===== src/rtl/pipe_tag_tracker.sv =====
// pipe_tag_tracker: gives each fetched instruction a sequence tag and carries
// tag, valid and a halt marker through the five pipeline stages
// (IF, ID, EX, MEM, WB) under stall, flush and halt control.
// Optional macro PIPE_PERF_CNT_EN adds the stall_cnt and flush_cnt counters.
module pipe_tag_tracker #(
  parameter int unsigned TAG_W = 7,
  parameter int unsigned CNT_W = 32
) (
  input  logic             clk,
  input  logic             rst_n,
  input  logic             stall,
  input  logic             flush,
  input  logic             hlt_id,
  output logic             if_valid,
  output logic             id_valid,
  output logic             ex_valid,
  output logic             mem_valid,
  output logic             wb_valid,
  output logic [TAG_W-1:0] if_tag,
  output logic [TAG_W-1:0] id_tag,
  output logic [TAG_W-1:0] ex_tag,
  output logic [TAG_W-1:0] mem_tag,
  output logic [TAG_W-1:0] wb_tag,
  output logic             retire,
  output logic [TAG_W-1:0] retire_tag,
  output logic [2:0]       inflight,
  output logic             halted,
  output logic [CNT_W-1:0] cycle_cnt,
  output logic [CNT_W-1:0] retired_cnt
`ifdef PIPE_PERF_CNT_EN
  ,
  output logic [CNT_W-1:0] stall_cnt,
  output logic [CNT_W-1:0] flush_cnt
`endif
);

  logic             if_v_q, if_v_d;
  logic [TAG_W-1:0] if_tag_q, if_tag_d;
  logic             id_v_q, id_v_d;
  logic [TAG_W-1:0] id_tag_q, id_tag_d;
  logic             ex_v_q, ex_v_d;
  logic [TAG_W-1:0] ex_tag_q, ex_tag_d;
  logic             ex_hlt_q, ex_hlt_d;
  logic             mem_v_q, mem_v_d;
  logic [TAG_W-1:0] mem_tag_q, mem_tag_d;
  logic             mem_hlt_q, mem_hlt_d;
  logic             wb_v_q, wb_v_d;
  logic [TAG_W-1:0] wb_tag_q, wb_tag_d;
  logic             wb_hlt_q, wb_hlt_d;
  logic [TAG_W-1:0] next_tag_q, next_tag_d;
  logic             fetch_stop_q, fetch_stop_d;
  logic             halted_q, halted_d;
  logic [CNT_W-1:0] cycle_cnt_q, cycle_cnt_d;
  logic [CNT_W-1:0] retired_cnt_q, retired_cnt_d;
  logic             halt_now;
`ifdef PIPE_PERF_CNT_EN
  logic [CNT_W-1:0] stall_cnt_q, stall_cnt_d;
  logic [CNT_W-1:0] flush_cnt_q, flush_cnt_d;
`endif

  // Next-state: halted freezes everything, else stall > flush > normal advance.
  always_comb begin
    if_v_d        = if_v_q;
    if_tag_d      = if_tag_q;
    id_v_d        = id_v_q;
    id_tag_d      = id_tag_q;
    ex_v_d        = ex_v_q;
    ex_tag_d      = ex_tag_q;
    ex_hlt_d      = ex_hlt_q;
    mem_v_d       = mem_v_q;
    mem_tag_d     = mem_tag_q;
    mem_hlt_d     = mem_hlt_q;
    wb_v_d        = wb_v_q;
    wb_tag_d      = wb_tag_q;
    wb_hlt_d      = wb_hlt_q;
    next_tag_d    = next_tag_q;
    fetch_stop_d  = fetch_stop_q;
    halted_d      = halted_q;
    cycle_cnt_d   = cycle_cnt_q;
    retired_cnt_d = retired_cnt_q;
    halt_now      = 1'b0;
`ifdef PIPE_PERF_CNT_EN
    stall_cnt_d   = stall_cnt_q;
    flush_cnt_d   = flush_cnt_q;
`endif

    if (!halted_q) begin
      cycle_cnt_d = cycle_cnt_q + CNT_W'(1);
      if (wb_v_q) retired_cnt_d = retired_cnt_q + CNT_W'(1);
      if (wb_v_q && wb_hlt_q) halted_d = 1'b1;

      // Back end always advances.
      mem_v_d   = ex_v_q;
      mem_tag_d = ex_tag_q;
      mem_hlt_d = ex_hlt_q;
      wb_v_d    = mem_v_q;
      wb_tag_d  = mem_tag_q;
      wb_hlt_d  = mem_hlt_q;

      if (stall) begin
        // IF/ID hold, bubble into EX; a coincident flush is dropped.
        ex_v_d   = 1'b0;
        ex_tag_d = '0;
        ex_hlt_d = 1'b0;
`ifdef PIPE_PERF_CNT_EN
        stall_cnt_d = stall_cnt_q + CNT_W'(1);
`endif
      end else begin
        halt_now = id_v_q & hlt_id;
        ex_v_d   = id_v_q;
        ex_tag_d = id_tag_q;
        ex_hlt_d = halt_now;

        if (halt_now || flush) begin
          id_v_d   = 1'b0;
          id_tag_d = '0;
        end else begin
          id_v_d   = if_v_q;
          id_tag_d = if_tag_q;
        end

        if (halt_now) begin
          fetch_stop_d = 1'b1;
          if_v_d       = 1'b0;
          if_tag_d     = next_tag_q;
        end else begin
          if_v_d   = !fetch_stop_q;
          if_tag_d = next_tag_q;
          if (!fetch_stop_q) next_tag_d = next_tag_q + TAG_W'(1);
        end
`ifdef PIPE_PERF_CNT_EN
        if (flush) flush_cnt_d = flush_cnt_q + CNT_W'(1);
`endif
      end
    end
  end

  // State registers with asynchronous clear.
  always_ff @(posedge clk or negedge rst_n) begin
    if (!rst_n) begin
      if_v_q        <= 1'b0;
      if_tag_q      <= '0;
      id_v_q        <= 1'b0;
      id_tag_q      <= '0;
      ex_v_q        <= 1'b0;
      ex_tag_q      <= '0;
      ex_hlt_q      <= 1'b0;
      mem_v_q       <= 1'b0;
      mem_tag_q     <= '0;
      mem_hlt_q     <= 1'b0;
      wb_v_q        <= 1'b0;
      wb_tag_q      <= '0;
      wb_hlt_q      <= 1'b0;
      next_tag_q    <= '0;
      fetch_stop_q  <= 1'b0;
      halted_q      <= 1'b0;
      cycle_cnt_q   <= '0;
      retired_cnt_q <= '0;
`ifdef PIPE_PERF_CNT_EN
      stall_cnt_q   <= '0;
      flush_cnt_q   <= '0;
`endif
    end else begin
      if_v_q        <= if_v_d;
      if_tag_q      <= if_tag_d;
      id_v_q        <= id_v_d;
      id_tag_q      <= id_tag_d;
      ex_v_q        <= ex_v_d;
      ex_tag_q      <= ex_tag_d;
      ex_hlt_q      <= ex_hlt_d;
      mem_v_q       <= mem_v_d;
      mem_tag_q     <= mem_tag_d;
      mem_hlt_q     <= mem_hlt_d;
      wb_v_q        <= wb_v_d;
      wb_tag_q      <= wb_tag_d;
      wb_hlt_q      <= wb_hlt_d;
      next_tag_q    <= next_tag_d;
      fetch_stop_q  <= fetch_stop_d;
      halted_q      <= halted_d;
      cycle_cnt_q   <= cycle_cnt_d;
      retired_cnt_q <= retired_cnt_d;
`ifdef PIPE_PERF_CNT_EN
      stall_cnt_q   <= stall_cnt_d;
      flush_cnt_q   <= flush_cnt_d;
`endif
    end
  end

  // Stage view straight from registers; retire mirrors WB.
  assign if_valid    = if_v_q;
  assign id_valid    = id_v_q;
  assign ex_valid    = ex_v_q;
  assign mem_valid   = mem_v_q;
  assign wb_valid    = wb_v_q;
  assign if_tag      = if_tag_q;
  assign id_tag      = id_tag_q;
  assign ex_tag      = ex_tag_q;
  assign mem_tag     = mem_tag_q;
  assign wb_tag      = wb_tag_q;
  assign retire      = wb_v_q;
  assign retire_tag  = wb_tag_q;
  assign halted      = halted_q;
  assign cycle_cnt   = cycle_cnt_q;
  assign retired_cnt = retired_cnt_q;
  assign inflight    = 3'(if_v_q) + 3'(id_v_q) + 3'(ex_v_q) + 3'(mem_v_q) + 3'(wb_v_q);
`ifdef PIPE_PERF_CNT_EN
  assign stall_cnt   = stall_cnt_q;
  assign flush_cnt   = flush_cnt_q;
`endif

endmodule

===== config.mk =====
export PLATFORM = sky130hd
export DESIGN_NAME = pipe_tag_tracker
export DESIGN_NICKNAME = d
export VERILOG_FILES = /design/src/rtl/pipe_tag_tracker.sv
export SDC_FILE = /design/constraint.sdc
export NUM_CORES = 1
export LEC_CHECK = 0
export BUFFER_PORTS_ARGS = -buffer_cell sky130_fd_sc_hd__buf_2
export CAP_MARGIN = 20
export CORE_UTILIZATION = 25
export CTS_CLUSTER_DIAMETER = 40
export DETAILED_ROUTE_END_ITERATION = 7
export SYNTH_ARGS = -nofsm -noshare
export SYNTH_HDL_FRONTEND = slang
export SYNTH_SLANG_ARGS = --single-unit

===== constraint.sdc =====
create_clock -name clk -period 5.43 [get_ports clk]
set_input_delay 0.8145 -clock clk [delete_from_list [all_inputs] [get_ports clk]]
set_output_delay 0.8145 -clock clk [all_outputs]
set_load 0.01 [all_outputs]

==> results.rst <==
.. list-table::
   :header-rows: 1

   * - Metric
     - Value
   * - Port Buffers
     - 120
   * - Post-layout minimum cycle time
     - 2.98 ns
   * - Final Cycle Share
     - 54.9%
   * - HPWL after detailed placement
     - 7750 um
   * - Final core utilization
     - 33.2%
   * - Cell Pwr Density
     - 448 mW/mm^2
   * - ANT nets after route
     - 0
   * - Post-Syn Instances
     - 427
   * - Max Freq
     - 0.335 GHz
   * - Unrepaired setup endpoints after global routing
     - no
   * - Syn-to-layout area delta
     - 28.5%
   * - Post-CTS sizing
     - 0
   * - Total die area
     - 0.0210 sq mm
   * - Depth of the CTS H-tree
     - 4
   * - GPL Wtd Cong
     - 0.732
   * - Congestion Overflow GR
     - 0
   * - Yosys warning count
     - 0
   * - Sequential-to-total area share from yosys stat
     - 57.0%
   * - Tightest Pin Transition
     - 0.850 ns
   * - Initial core utilization
     - 25.8%
   * - Clk_lat worst skew
     - 0.40 ns
   * - Average vias per placed instance
     - 4.31
   * - Hold WS
     - 0.323 ns
   * - Area share of fa/ha/maj cells after synthesis
     - 1.77%
   * - Count of standard-cell rows
     - 51
   * - Maximum fanout encountered on the critical timing path
     - 6
   * - Max incr delay on CP
     - 0.51 ns
   * - Max capacitance violation total
     - 0
   * - # clock sinks
     - 116
   * - Synthesis-stage register bit count
     - 116
   * - Width of the chip
     - 145 um
   * - Die outline height
     - 145 um
   * - Total track usage
     - 11.4%
   * - Peak supply drop
     - 0.219 mV
   * - Final wirelength
     - 11,200 um
   * - TritonCTS clock tree
     - built
   * - Netlist area before placement
     - 0.00510 sq mm
   * - Drt first-iter violations
     - 82
   * - Total Power
     - 2.93 mW
   * - TritonCTS buffer count
     - 17
   * - Post-CTS setup buffers
     - 0
   * - Endpoint of the lowest-slack register-to-register path
     - retired_cnt[19]
   * - Final Hold Viols
     - 0
   * - Final #Nets
     - 559
   * - Total of hold buffers inserted after clock tree synthesis
     - 0
   * - Layout cell share with drive strength beyond 1
     - 33.5%
   * - Cell count after placement
     - 793
   * - Number of global-route vias before repair
     - 3,542
   * - Router iterations before antenna repair
     - 4
   * - Worst path slowest cell
     - dfrtp_1
   * - Slack of the worst reg-to-reg path
     - 3.12 ns
   * - Number of antenna violations at the first check in global routing
     - 0
   * - Kind of capture point of the worst setup path
     - primary output
   * - CTS root buf
     - clkbuf_16
   * - Cell class contributing the biggest share of worst-path delay
     - adder cells
   * - Logic depth of the worst register-to-register path
     - 4
   * - Global-route wire length before repair
     - 18,300 um
   * - FF-to-FF Start
     - halted
   * - Synthesized-area fraction occupied by ao, oa, aoi and oai cells
     - 3.46%
   * - Max Root-Sink Buffers
     - 2
   * - Total negative slack
     - 0 ns
   * - Path type of the worst min-delay path
     - in2async
   * - WS Path Type
     - reg2out
   * - Antenna cell count
     - 0
   * - Syn nets
     - 438
   * - Buffer and inverter count on the worst path
     - 1
   * - Critical-path cell list
     - fa_1, fa_1, ha_1, buf_2
   * - Portion of netlist area occupied by mux cells
     - 4.64%
   * - Layout Skew
     - 0.00716 ns
   * - Number of distinct library cells after synthesis
     - 42
   * - Dominant combinational cell family by area after synthesis
     - simple AND/OR/NAND/NOR gates
   * - Final Setup Violations
     - 0
   * - Cell repeated most along the worst path
     - fa_1
   * - Data required, critical path
     - 4.62 ns
   * - Static Leakage
     - 3.30 nW
   * - I/O pin count
     - 121
   * - Arrival @ worst endpoint
     - 2.17 ns
   * - Final Instance Count excl. Fillers
     - 826
   * - Share of the synthesized netlist area taken by xor and xnor gates
     - 11.7%
   * - Pin count of the biggest net entering global routing
     - 77
   * - Wirelength per Cell
     - 13.5 um
   * - Slew margin rel.
     - 42.8%
   * - Count of final max-slew check failures
     - 0
   * - Critical Path Source Type
     - register
   * - Average size of a mapped cell
     - 11.9 sq um
   * - Post-route DRC
     - 0
   * - Synth Area in Simple Gates
     - 18.5%
   * - Clock slew seen by the registers of the worst setup and hold paths
     - 0.06 ns
   * - Total core area
     - 0.0197 sq mm
   * - Result of the run
     - complete, no violations
   * - Vias
     - 3,564
==> worst max path at each step <==
| stage | from | to | slack, ns | cells after the start |
|---|---|---|---|---|
| 3_3_place_gp | id_valid | inflight[1] | 2.87 | 4 |
| 2_1_floorplan | id_valid | inflight[1] | 2.95 | 3 |
| 3_5_place_dp | id_valid | inflight[1] | 2.86 | 4 |
| 5_1_grt | id_valid | inflight[1] | 2.33 | 4 |
| 4_1_cts | id_valid | inflight[1] | 2.41 | 4 |
| 6_report | id_valid | inflight[1] | 2.45 | 4 |
==> sequential cells by signal, summed over array words and instances, names as in the netlist, 7 cells and up <==
signal	cells
cycle_cnt	32
retired_cnt	32
ex_tag	7
id_tag	7
if_tag	7
mem_tag	7
next_tag_q	7
retire_tag	7
==> stage by stage <==
step	setup slack (ns)	cell area, sq um
after floorplan	2.95	5100
after global placement	2.87	5930
after detailed placement	2.86	5930
after CTS	2.41	6520
after global routing	2.33	6550
final	2.45	6550
==> layer usage <==
layer | vias to the layer above | global-route usage (%) | wire, um
met5 | - | 0 | 0
met4 | 0 | 4.32 | 135
met3 | 12 | 3.52 | 561
met2 | 90 | 17.4 | 5010
met1 | 1738 | 15.1 | 5480
li1 | 1724 | - | -
==> layout make-up <==
| cell class | instances | area [sq um] |
|---|---|---|
| Sequential cell | 116 | 2900 |
| Timing Repair Buffer | 123 | 646 |
| Fill cell | 2014 | 13200 |
| Clock buffer | 23 | 468 |
| Inverter | 9 | 33.8 |
| Tap cell | 265 | 332 |
| Clock inverter | 9 | 128 |
| Multi-Input combinational cell | 281 | 2040 |
==> worst register-to-register path: stages (launching register included) <==
cell	delay [ns]
dfrtp_2	0.66
nor2b_1	0.54
nand3_2	0.43
nor4_1	0.40
xor2_1	0.19
==> cell usage in the layout, fill, tap and decap left out, types with 2 or more instances in the layout <==
master,n
nand4_1,22
clkinv_2,3
bufinv_16,3
buf_4,3
and3_1,5
nor4_1,5
o21ai_0,7
mux2_2,21
or2_2,2
dfrtp_1,115
nor4_2,6
clkinvlp_4,3
nor2_1,13
clkbuf_8,2
xnor2_1,43
nand2_1,50
xor2_1,25
ha_1,4
a21o_1,3
and2_1,2
clkbuf_1,4
buf_2,119
fa_1,2
a22o_1,9
clkbuf_16,17
nand3_1,17
nor3_1,13
and4_1,6
nand2b_1,9
nor2b_1,2
inv_1,9
or4_1,2
==> cell usage after synthesis <==
cell | count | area [sq um]
or3_1 | 1 | 6.26
buf_1 | 3 | 11.3
and4b_1 | 1 | 10.0
nand2_1 | 50 | 188
o21ai_0 | 7 | 35.0
nor3_2 | 1 | 10.0
nand4_4 | 1 | 21.3
nand3_1 | 17 | 85.1
nor2b_1 | 2 | 12.5
xnor2_1 | 43 | 377
xor2_1 | 25 | 219
nand3b_1 | 1 | 7.51
buf_2 | 3 | 15.0
a22o_1 | 9 | 78.8
nand3_2 | 1 | 10.0
nor3b_1 | 1 | 7.51
clkbuf_1 | 6 | 22.5
or4_1 | 2 | 15.0
or2_2 | 2 | 12.5
nand4b_1 | 1 | 8.76
ha_1 | 4 | 50.1
and2_1 | 2 | 12.5
mux2_2 | 21 | 236
dfrtp_1 | 116 | 2900
fa_1 | 2 | 40.0
and4_1 | 6 | 52.6
nand4_1 | 22 | 138
nor4_2 | 6 | 75.1
nand2b_1 | 9 | 56.3
inv_1 | 9 | 33.8
buf_6 | 1 | 11.3
nand2_2 | 1 | 6.26
nor3_1 | 13 | 65.1
and3_1 | 5 | 31.3
nor4_4 | 1 | 21.3
a21o_1 | 3 | 22.5
buf_4 | 8 | 60.1
nor4b_1 | 1 | 8.76
nor2_1 | 13 | 48.8
a211oi_2 | 1 | 12.5
nor4_1 | 5 | 31.3
a2111oi_4 | 1 | 27.5
==> where the power goes <==
part / internal (mW) / switching [mW] / total, mW
combinational: 0.280 / 0.297 / 0.577
clock: 0.744 / 0.386 / 1.13
sequential: 1.01 / 0.210 / 1.22
total: 2.04 / 0.893 / 2.93
==> logic make-up (layout without fill, tap and decap cells) <==
kind of cell | count (synthesis) | count (layout)
and+or+nand+nor | 165 | 165
AOI/OAI and AO/OA | 21 | 21
xor gates and xnor gates | 68 | 68
adders and majority gates | 6 | 6
DFF | 116 | 116
buffers and inverters | 30 | 164
muxes | 21 | 21
Power figures use the tool's default switching activity.
